===== src/rtl/vga_pattern_gen.sv =====
// Test-pattern pixel source for the 800x600 VGA path: colour bars, grid, gradient and bouncing box.
// Optional build macro PATTERN_BORDER_EN forces a white one-pixel frame border over every pattern.
`timescale 1ns/1ps
module vga_pattern_gen #(
  parameter int H_ACT      = 800,
  parameter int V_ACT      = 600,
  parameter int BOX_SIZE   = 64,
  parameter int BOX_STEP   = 2,
  parameter int GRID_SHIFT = 5,
  parameter logic [7:0] BOX_COLOR = 8'hE0
) (
  input  logic        CLK_40M,
  input  logic        RST,
  input  logic        KEY_MODE,
  input  logic        FRAME_START,
  input  logic        PIX_DE,
  input  logic [10:0] PIX_X,
  input  logic [9:0]  PIX_Y,
  output logic [7:0]  PAT_DATA,
  output logic        PAT_DE,
  output logic [1:0]  MODE
);

  localparam int BAR_W = H_ACT / 8;
  localparam logic [11:0] X_MAX  = 12'(H_ACT - BOX_SIZE);
  localparam logic [11:0] Y_MAX  = 12'(V_ACT - BOX_SIZE);
  localparam logic [11:0] STEP   = 12'(BOX_STEP);
  localparam logic [11:0] SIZE   = 12'(BOX_SIZE);

  typedef enum logic {S_IDLE, S_PEND} state_t;

  state_t      r_state;
  logic [1:0]  r_mode;
  logic [11:0] r_box_x, r_box_y;
  logic        r_dir_x, r_dir_y;   // 1 = moving toward larger coordinates
  logic [7:0]  r_pat_data;
  logic        r_pat_de;

  logic [11:0] w_x12, w_y12;
  logic [2:0]  w_bar_idx;
  logic [7:0]  w_bar_col, w_grid_col, w_grad_col, w_box_col, w_pix;

  assign w_x12 = {1'b0, PIX_X};
  assign w_y12 = {2'b0, PIX_Y};

  // Bar index by threshold compares; anything past the last boundary stays at 7.
  always_comb begin
    w_bar_idx = 3'd0;
    for (int k = 1; k < 8; k++)
      if (w_x12 >= 12'(k * BAR_W)) w_bar_idx = 3'(k);
  end

  always_comb begin
    case (w_bar_idx)
      3'd0:    w_bar_col = 8'hFF;
      3'd1:    w_bar_col = 8'hFC;
      3'd2:    w_bar_col = 8'h1F;
      3'd3:    w_bar_col = 8'h1C;
      3'd4:    w_bar_col = 8'hE3;
      3'd5:    w_bar_col = 8'hE0;
      3'd6:    w_bar_col = 8'h03;
      default: w_bar_col = 8'h00;
    endcase
  end

  assign w_grid_col = ((PIX_X[GRID_SHIFT-1:0] == '0) || (PIX_Y[GRID_SHIFT-1:0] == '0)) ? 8'hFF : 8'h00;
  assign w_grad_col = {PIX_X[9:7], PIX_Y[9:7], PIX_X[6:5]};
  assign w_box_col  = ((w_x12 >= r_box_x) && (w_x12 < r_box_x + SIZE) &&
                       (w_y12 >= r_box_y) && (w_y12 < r_box_y + SIZE)) ? BOX_COLOR : 8'h00;

  always_comb begin
    w_pix = 8'h00;
    if (PIX_DE) begin
      case (r_mode)
        2'd0:    w_pix = w_bar_col;
        2'd1:    w_pix = w_grid_col;
        2'd2:    w_pix = w_grad_col;
        default: w_pix = w_box_col;
      endcase
`ifdef PATTERN_BORDER_EN
      if ((w_x12 == 12'd0) || (w_x12 == 12'(H_ACT - 1)) ||
          (w_y12 == 12'd0) || (w_y12 == 12'(V_ACT - 1)))
        w_pix = 8'hFF;
`endif
    end
  end

  always_ff @(posedge CLK_40M or posedge RST) begin
    if (RST) begin
      r_pat_data <= 8'h00;
      r_pat_de   <= 1'b0;
    end else begin
      r_pat_data <= w_pix;
      r_pat_de   <= PIX_DE;
    end
  end

  // Mode only advances on a frame boundary so a frame is never split between patterns.
  always_ff @(posedge CLK_40M or posedge RST) begin
    if (RST) begin
      r_state <= S_IDLE;
      r_mode  <= 2'd0;
    end else begin
      case (r_state)
        S_IDLE: begin
          if (FRAME_START) begin
            if (KEY_MODE) r_mode <= r_mode + 2'd1;
          end else if (KEY_MODE) begin
            r_state <= S_PEND;
          end
        end
        default: begin
          if (FRAME_START) begin
            r_mode  <= r_mode + 2'd1;
            r_state <= S_IDLE;
          end
        end
      endcase
    end
  end

  always_ff @(posedge CLK_40M or posedge RST) begin
    if (RST) begin
      r_box_x <= '0;
      r_box_y <= '0;
      r_dir_x <= 1'b1;
      r_dir_y <= 1'b1;
    end else if (FRAME_START) begin
      if (r_dir_x) begin
        if (r_box_x + STEP > X_MAX) begin
          r_box_x <= X_MAX;
          r_dir_x <= 1'b0;
        end else r_box_x <= r_box_x + STEP;
      end else begin
        if (r_box_x < STEP) begin
          r_box_x <= '0;
          r_dir_x <= 1'b1;
        end else r_box_x <= r_box_x - STEP;
      end
      if (r_dir_y) begin
        if (r_box_y + STEP > Y_MAX) begin
          r_box_y <= Y_MAX;
          r_dir_y <= 1'b0;
        end else r_box_y <= r_box_y + STEP;
      end else begin
        if (r_box_y < STEP) begin
          r_box_y <= '0;
          r_dir_y <= 1'b1;
        end else r_box_y <= r_box_y - STEP;
      end
    end
  end

  assign PAT_DATA = r_pat_data;
  assign PAT_DE   = r_pat_de;
  assign MODE     = r_mode;

endmodule


===== config.mk =====
export PLATFORM = sky130hd
export DESIGN_NAME = vga_pattern_gen
export DESIGN_NICKNAME = d
export VERILOG_FILES = /design/src/rtl/vga_pattern_gen.sv
export SDC_FILE = /design/constraint.sdc
export NUM_CORES = 1
export LEC_CHECK = 0
export ABC_AREA = 1
export CAP_MARGIN = 20
export CELL_PAD_IN_SITES_DETAIL_PLACEMENT = 2
export CELL_PAD_IN_SITES_GLOBAL_PLACEMENT = 2
export CORE_MARGIN = 10
export CORE_UTILIZATION = 33
export CTS_CLUSTER_SIZE = 25
export DETAILED_ROUTE_END_ITERATION = 10
export PLACE_DENSITY_LB_ADDON = 0.08
export SYNTH_ARGS = -nofsm -noshare
export SYNTH_HDL_FRONTEND = slang
export SYNTH_SLANG_ARGS = --single-unit

===== constraint.sdc =====
create_clock -name CLK_40M -period 2.8 [get_ports CLK_40M]
set_input_delay 0.7 -clock CLK_40M [delete_from_list [all_inputs] [get_ports CLK_40M]]
set_output_delay 0.7 -clock CLK_40M [all_outputs]
set_load 0.05 [all_outputs]

==> summary.txt, run 1 <==
Route
  • First DRT Iteration DRCs: between 150 and 200
  • Post-route ant nets: 0
  • Routed WL: 13700 microns
  • Drt first pass iters: 4
  • Routed vias/inst: ~5.2
  • Avg WL per Cell: ~18 microns
  • Via Count: 3903
  • # DRC: 0

Floorplan
  • Die height: around 130 microns
  • Core ar.: 0.0113 sq mm
  • Starting Density: between 30% and 40%
  • Die ar.: approximately 0.016 sq mm
  • Die Span X: approximately 130 microns
  • Row Count: 39
  • IO Pins: 37

Synth
  • Synth top area share: ~22%
  • Top cells by area, synth: dfrtp_1 22%, ha_1 13%, nand2_1 13%
  • Primary FF master, synth: dfrtp_1
  • Post-synth EDFFs: 0
  • Ys Warns: 0
  • Synth Cell Area: 0.00379 sq mm
  • Top-count cell post-synth: nand2_1
  • Ys async rst share: 100%
  • Register bit total from synthesis: 36
  • Synth cell count leaders: 129 x nand2_1, 73 x inv_1, 66 x nor2_1
  • Syn Area/Cell: 6.76 sq um
  • Net Count, Synth: about 630
  • Area leader, netlist: dfrtp_1
  • Count of different cell masters after synthesis: 46
  • Register area share after synthesis: between 20% and 30%
  • Cells after synthesis: about 560

Global routing
  • GRT met2 Usage: a little under a third
  • Met3 usage: between 1.5 and 2%
  • GR peak layer: met2
  • Global-route wire length before repair: 22500 microns
  • Vias in the first global route: ~4200
  • Initial antenna violation count: 0
  • Largest net degree at the start of global routing: 37
  • Grt met1 use: a little over a fifth
  • GR Overflow Total: 0
  • Total global-route track usage: between 10% and 20%

Worst setup path
  • Worst Setup Path Type: reg2reg
  • Req. time, crit path: ~3.0 ns
  • CP Launch Type: flop
  • Crit-path cells: ha_1 > nand2_1 > inv_1 > or2_2 > ha_1 > nand2_1 > inv_1 > nand4_1 > nor2_1 > nor2_1 > nand4_1 > nor2_1 > nor2_1 > nor2_1
  • Critical Path AT: between 2 and 3 ns
  • Max stage delay on crit path: 0.48 ns
  • Slowest CP cell: dfrtp_1
  • Critical Path Fanout Max: 7
  • Critical Path Most Common Cell: nor2_1
  • Worst Setup End Kind: flop

Final layout
  • Area growth, synth to finish: 18.2%
  • Post-route cell area: about 0.0045 sq mm
  • Diode count: 0
  • Final net count: ~670
  • # fillers: about 1400
  • Layout cell share with drive strength beyond 1: around 10%
  • Non-Filler Instances: around 750

Timing
  • Relative slew slack: around 64%
  • # setup viols final: 0
  • Worst slew pin tran: 0.539 ns
  • Max Clk Rate: between 400 and 500 MHz
  • Worst hold margin: between 0.5 and 0.6 ns
  • Final setup TNS: 0 ns
  • Final Skew: between 0.01 and 0.015 ns
  • Final hold violation count: 0
  • Final Cycle Share: between 80% and 90%
  • Max-slew violation count: 0
  • Period minus WS final: approximately 2.4 ns
  • RSZ-0062 raised after global routing: false

Placement
  • DP Area: around 0.0043 sq mm
  • Post-DP HPWL: 11300 microns
  • # port buffers: 36
  • GPL Wtd Cong: just over 0.8
  • Placed Cells: between 700 and 800

Clocking
  • Worst skew pair latency: 0.29 ns
  • CTS buffer count: 5
  • Clock buffer depth: 2
  • Post-cts sizing count: 0
  • H-tree Lvls: 2
  • Clock sinks: 36
  • CTS tree: yes
  • Clock slew at reported path FFs: 0.06 ns
  • Clk root buf: clkbuf_16
  • # hold bufs at CTS: 0
  • Post-CTS Setup Inserts: 0

Power
  • Pint: 0.00217 W
  • Worst vdd ir: around 0.00037 V
  • Sw Share: ~54%
  • LEAKAGE: about 2.2 nW
  • Clk pwr share: 14.0%
  • PwrDens: around 1000 mW/mm^2
  • Switching pwr: approximately 0.0025 W
  • Seq pwr share: approximately a quarter
  • Final Power: about 0.0047 W
  • Comb power frac: ~62%

Flow run
  • Max cap viols: 0

Hold path
  • Hold WC Path Type: reg2reg

Outcome
  • Status: complete, no violations
cell families (layout without fill, tap and decap cells):
group / count (synthesis) / in the layout / synth area share, %
AND/OR/NAND/NOR: 293 / 293 / 36.0
buffers and inverters: 92 / 133 / 10.3
AO/OA/AOI/OAI: 85 / 85 / 13.2
adder cells (fa/ha/maj): 40 / 40 / 13.2
flip-flops: 36 / 36 / 23.8
XOR/XNOR: 15 / 15 / 3.46
power by group through the flow:
| stage | Clock [W] | Sequential (W) | Combinational [W] |
|---|---|---|---|
| finish | 0.000651 | 0.00111 | 0.00290 |
| global route | 0.000692 | 0.00117 | 0.00332 |
| CTS | 0.000680 | 0.00111 | 0.00295 |
| detailed placement | 0 | 0.00112 | 0.00291 |
| global placement | 0 | 0.00112 | 0.00275 |
| floorplan | 0 | 0.00108 | 0.00206 |
state kept, by name, summed over array words and instances (netlist names):
register  count
r_box_x      11
r_box_y      11
PAT_DATA      8
MODE          2
PAT_DE        1
r_dir_x       1
r_dir_y       1
r_state       1
per-layer routing:
metal,wire length [microns],part of all wire (%),up-vias
met2,7120,52,38
met4,188,1.4,0
met5,0,0,-
li1,-,-,1915
met3,300,2.2,9
met1,6140,45,1941
worst paths after layout:
check	start	endpoint	slack, ns	depth (start not counted)
max	r_box_x[6]$_DFFE_PP0P_	PAT_DATA[7]$_DFF_PP0_	0.41	14
min reg2reg	r_state$_DFF_PP0_	r_state$_DFF_PP0_	0.50	2
min	r_state$_DFF_PP0_	r_state$_DFF_PP0_	0.50	2
max reg2reg	r_box_x[6]$_DFFE_PP0P_	PAT_DATA[7]$_DFF_PP0_	0.41	14
max in group asynchronous	RST	r_dir_y$_DFFE_PP1P_	1.57	3
min in group asynchronous	RST	PAT_DATA[2]$_DFF_PP0_	0.85	3
through the flow:
step / worst slack [ns] / util (%)
2_1_floorplan: 0.812 / -
6_report: 0.414 / 39.6
4_1_cts: 0.377 / 39.6
5_1_grt: 0.172 / 39.6
3_3_place_gp: 0.281 / 38.1
3_5_place_dp: 0.213 / 38.1
cell type report:
class                           instances  area, sq um  area share [%]
Inverter                               80          305            6.81
Clock buffer                            5          125            2.79
Sequential cell                        36          903            20.2
Tap cell                              143          179            3.99
Clock inverter                          3         42.5           0.949
Multi-Input combinational cell        433         2500            55.8
Timing Repair Buffer                   45          428            9.55
cell usage in the layout, fill, tap and decap left out, drive strengths merged, types with 2 or more instances in the layout:
cell type	synthesis	layout
nand2	138	138
inv	77	77
nor2	76	76
nand3	41	41
ha	40	40
a21oi	37	37
clkdlybuf4s50	0	36
dfrtp	34	34
o21ai	28	28
nand4	18	18
nor3	16	16
xor2	14	14
buf	8	9
clkbuf	4	5
clkinv	3	4
o211ai	3	3
a21o	3	3
o31ai	3	3
o2111ai	2	2
a22oi	2	2
dfstp	2	2
o22ai	2	2
or2	2	2
critical path, delay by kind of cell, from the launching register on:
kind / cells / cell delay, ns
adder cells (fa/ha/maj): 2 / 0.54
buffers and inverters: 2 / 0.13
flip-flops: 1 / 0.48
AND/OR/NAND/NOR: 10 / 1.11
Power figures use the tool's default switching activity.
==> inputs of run 2 (changes only) <==
Settings changed: GPL_TIMING_DRIVEN set to 0.
==> summary.txt, run 2 (synthesized netlist as in run 1, its figures left out) <==
Floorplan
  • Die ar.: 0.0162 sq mm (unchanged)
  • Die Span X: 127 microns (unchanged)
  • Core ar.: 0.0113 sq mm (unchanged)
  • IO Pins: 37 (unchanged)
  • Starting Density: 33.5% (unchanged)
  • Die height: 127 microns (unchanged)
  • Row Count: 39 (unchanged)

Timing
  • # setup viols final: 0 (unchanged)
  • Final setup TNS: 0 ns (unchanged)
  • Worst slew pin tran: 0.865 ns (was 0.539 ns)
  • Period minus WS final: 2.49 ns (was 2.39 ns)
  • Max-slew violation count: 0 (unchanged)
  • Final Cycle Share: 88.9% (was 85.2%)
  • Final Skew: 0.0141 ns (was 0.0124 ns)
  • Max Clk Rate: 402 MHz (was 419 MHz)
  • RSZ-0062 raised after global routing: false (unchanged)
  • Relative slew slack: 42.2% (was 64.0%)
  • Final hold violation count: 0 (unchanged)

Worst setup path
  • Critical Path Fanout Max: 9 (was 7)
  • CP Launch Type: flop (unchanged)
  • Slowest CP cell: dfrtp_1 (unchanged)
  • Worst Setup End Kind: flop (unchanged)
  • Worst r2r dst: PAT_DATA[7]$_DFF_PP0_ (unchanged)
  • Req. time, crit path: 2.97 ns (was 2.96 ns)
  • Max stage delay on crit path: 0.41 ns (was 0.48 ns)
  • Reg2reg setup slack: 0.31 ns (was 0.41 ns)
  • R2R Path Start: r_box_x[6]$_DFFE_PP0P_ (unchanged)
  • Crit-path cells: buf_2 > inv_1 > ha_1 > inv_1 > ha_1 > inv_1 > nor3_1 > nor2_1 > nor2_1 > nor2_1 > nand4_1 > nor2_1 > nor2_1 > nor2_1 (was ha_1 > nand2_1 > inv_1 > or2_2 > ha_1 > nand2_1 > inv_1 > nand4_1 > nor2_1 > nor2_1 > nand4_1 > nor2_1 > nor2_1 > nor2_1)
  • Critical Path Most Common Cell: nor2_1 (unchanged)
  • Worst setup endpoint: PAT_DATA[7]$_DFF_PP0_ (unchanged)
  • Critical Path AT: 2.66 ns (was 2.55 ns)
  • Critical path startpoint: r_box_x[6]$_DFFE_PP0P_ (unchanged)
  • Worst Setup Path Type: reg2reg (unchanged)
  • R2R cell count: 14 (unchanged)

Clocking
  • Post-CTS Setup Inserts: 0 (unchanged)
  • CTS buffer count: 5 (unchanged)
  • # hold bufs at CTS: 0 (unchanged)
  • Clk root buf: clkbuf_16 (unchanged)
  • Clock sinks: 36 (unchanged)
  • H-tree Lvls: 2 (unchanged)
  • CTS tree: yes (unchanged)
  • Post-cts sizing count: 0 (unchanged)
  • Clock slew at reported path FFs: 0.07 ns (was 0.06 ns)
  • Clock buffer depth: 2 (unchanged)
  • Worst skew pair latency: 0.29 ns (about the same)

Route
  • Drt first pass iters: 4 (unchanged)
  • Routed vias/inst: 5.19 (was 5.24)
  • Routed WL: 13500 microns (was 13700 microns)
  • Avg WL per Cell: 18.1 microns (was 18.5 microns)
  • First DRT Iteration DRCs: 174 (was 160)
  • Via Count: 3885 (was 3903)
  • Post-route ant nets: 0 (unchanged)
  • # DRC: 0 (unchanged)

Global routing
  • GR Overflow Total: 0 (unchanged)
  • Global-route wire length before repair: 22600 microns (was 22500 microns)
  • Vias in the first global route: 4404 (was 4230)
  • Total global-route track usage: 17.1% (about the same)
  • Initial antenna violation count: 0 (unchanged)
  • Largest net degree at the start of global routing: 37 (unchanged)

Final layout
  • # fillers: 1369 (was 1410)
  • Layout cell share with drive strength beyond 1: 9.75% (was 9.97%)
  • Area growth, synth to finish: 17.9% (was 18.2%)
  • Most frequent cells in the layout: 129 x nand2_1, 72 x inv_1, 66 x nor2_1, 40 x ha_1, 37 x a21oi_1 (was 129 x nand2_1, 73 x inv_1, 66 x nor2_1, 40 x ha_1, 37 x a21oi_1)
  • Commonest non-fill, non-tap cell in the layout: nand2_1 (unchanged)
  • Diode count: 0 (unchanged)
  • Final net count: 670 (was 667)

Hold path
  • WHS Path Cells: 2 (unchanged)
  • Hold WC Path Type: reg2reg (unchanged)

Placement
  • Post-DP HPWL: 11100 microns (was 11300 microns)
  • # port buffers: 36 (unchanged)
  • GPL Wtd Cong: 0.841 (was 0.825)

Flow run
  • Max cap viols: 0 (unchanged)

Power
  • Worst vdd ir: 0.000341 V (was 0.000369 V)
  • PwrDens: 1030 mW/mm^2 (was 1040 mW/mm^2)
  • LEAKAGE: 2.23 nW (was 2.24 nW)
  • Final Power: 0.00462 W (was 0.00466 W)

Outcome
  • Status: complete, no violations (unchanged)
[run 2: cell types whose count changed in the layout (fill, tap and decap cells not counted), sizes merged]
cell	delta
clkbuf	+5
bufinv	-1
buf	-1
[run 2: metrics by stage]
step | hold slack (ns) | instances | cell area (sq um) | utilization, % | setup WS (ns)
2_1_floorplan | 0.459 | 561 | 3790 | - | 0.812
5_1_grt | 0.551 | 748 | 4470 | 39.5 | 0.0261
6_report | 0.511 | 748 | 4470 | 39.5 | 0.310
4_1_cts | 0.512 | 748 | 4470 | 39.5 | 0.269
3_3_place_gp | 0.481 | 740 | 4330 | 38.3 | 0.0106
3_5_place_dp | 0.498 | 740 | 4330 | 38.3 | 0.0289
[run 2: report_power, final]
group	switching [W]	leakage, nW	internal, W	total, W
clock	0.000248	0.0669	0.000329	0.000577
sequential	0.000242	0.444	0.000729	0.000970
combinational	0.00200	1.72	0.00107	0.00307
total	0.00249	2.23	0.00212	0.00462
[run 2: metal layers]
metal / vias up / share of wire, % / global-route usage (%)
met3: 15 / 1.3 / 2.07
met4: 0 / 1.1 / 3.15
met2: 21 / 54 / 33.0
met1: 1923 / 44 / 19.6
li1: 1926 / - / -
met5: - / 0 / 0
[run 2: cell type report]
cell class	count	area [sq um]	share of cell area (%)
Inverter	80	305	6.82
Timing Repair Buffer	36	360	8.05
Sequential cell	36	903	20.2
Tap cell	143	179	4.00
Clock inverter	2	12.5	0.280
Buffer	12	85.1	1.90
Multi-Input combinational cell	433	2500	55.9
Clock buffer	6	129	2.88
[run 2: worst min path at each step]
stage	startpoint	to	slack [ns]
3_5_place_dp	r_state$_DFF_PP0_	r_state$_DFF_PP0_	0.50
4_1_cts	r_state$_DFF_PP0_	r_state$_DFF_PP0_	0.51
5_1_grt	r_state$_DFF_PP0_	r_state$_DFF_PP0_	0.55
3_3_place_gp	r_state$_DFF_PP0_	r_state$_DFF_PP0_	0.48
2_1_floorplan	r_state$_DFF_PP0_	r_state$_DFF_PP0_	0.46
6_report	r_state$_DFF_PP0_	r_state$_DFF_PP0_	0.51
[run 2: worst max-delay path, delay by kind of cell, from the launching register on]
kind / cells / cell delay [ns]
buf+inv: 4 / 0.49
fa+ha+maj: 2 / 0.59
flops: 1 / 0.41
simple gates: 8 / 0.88
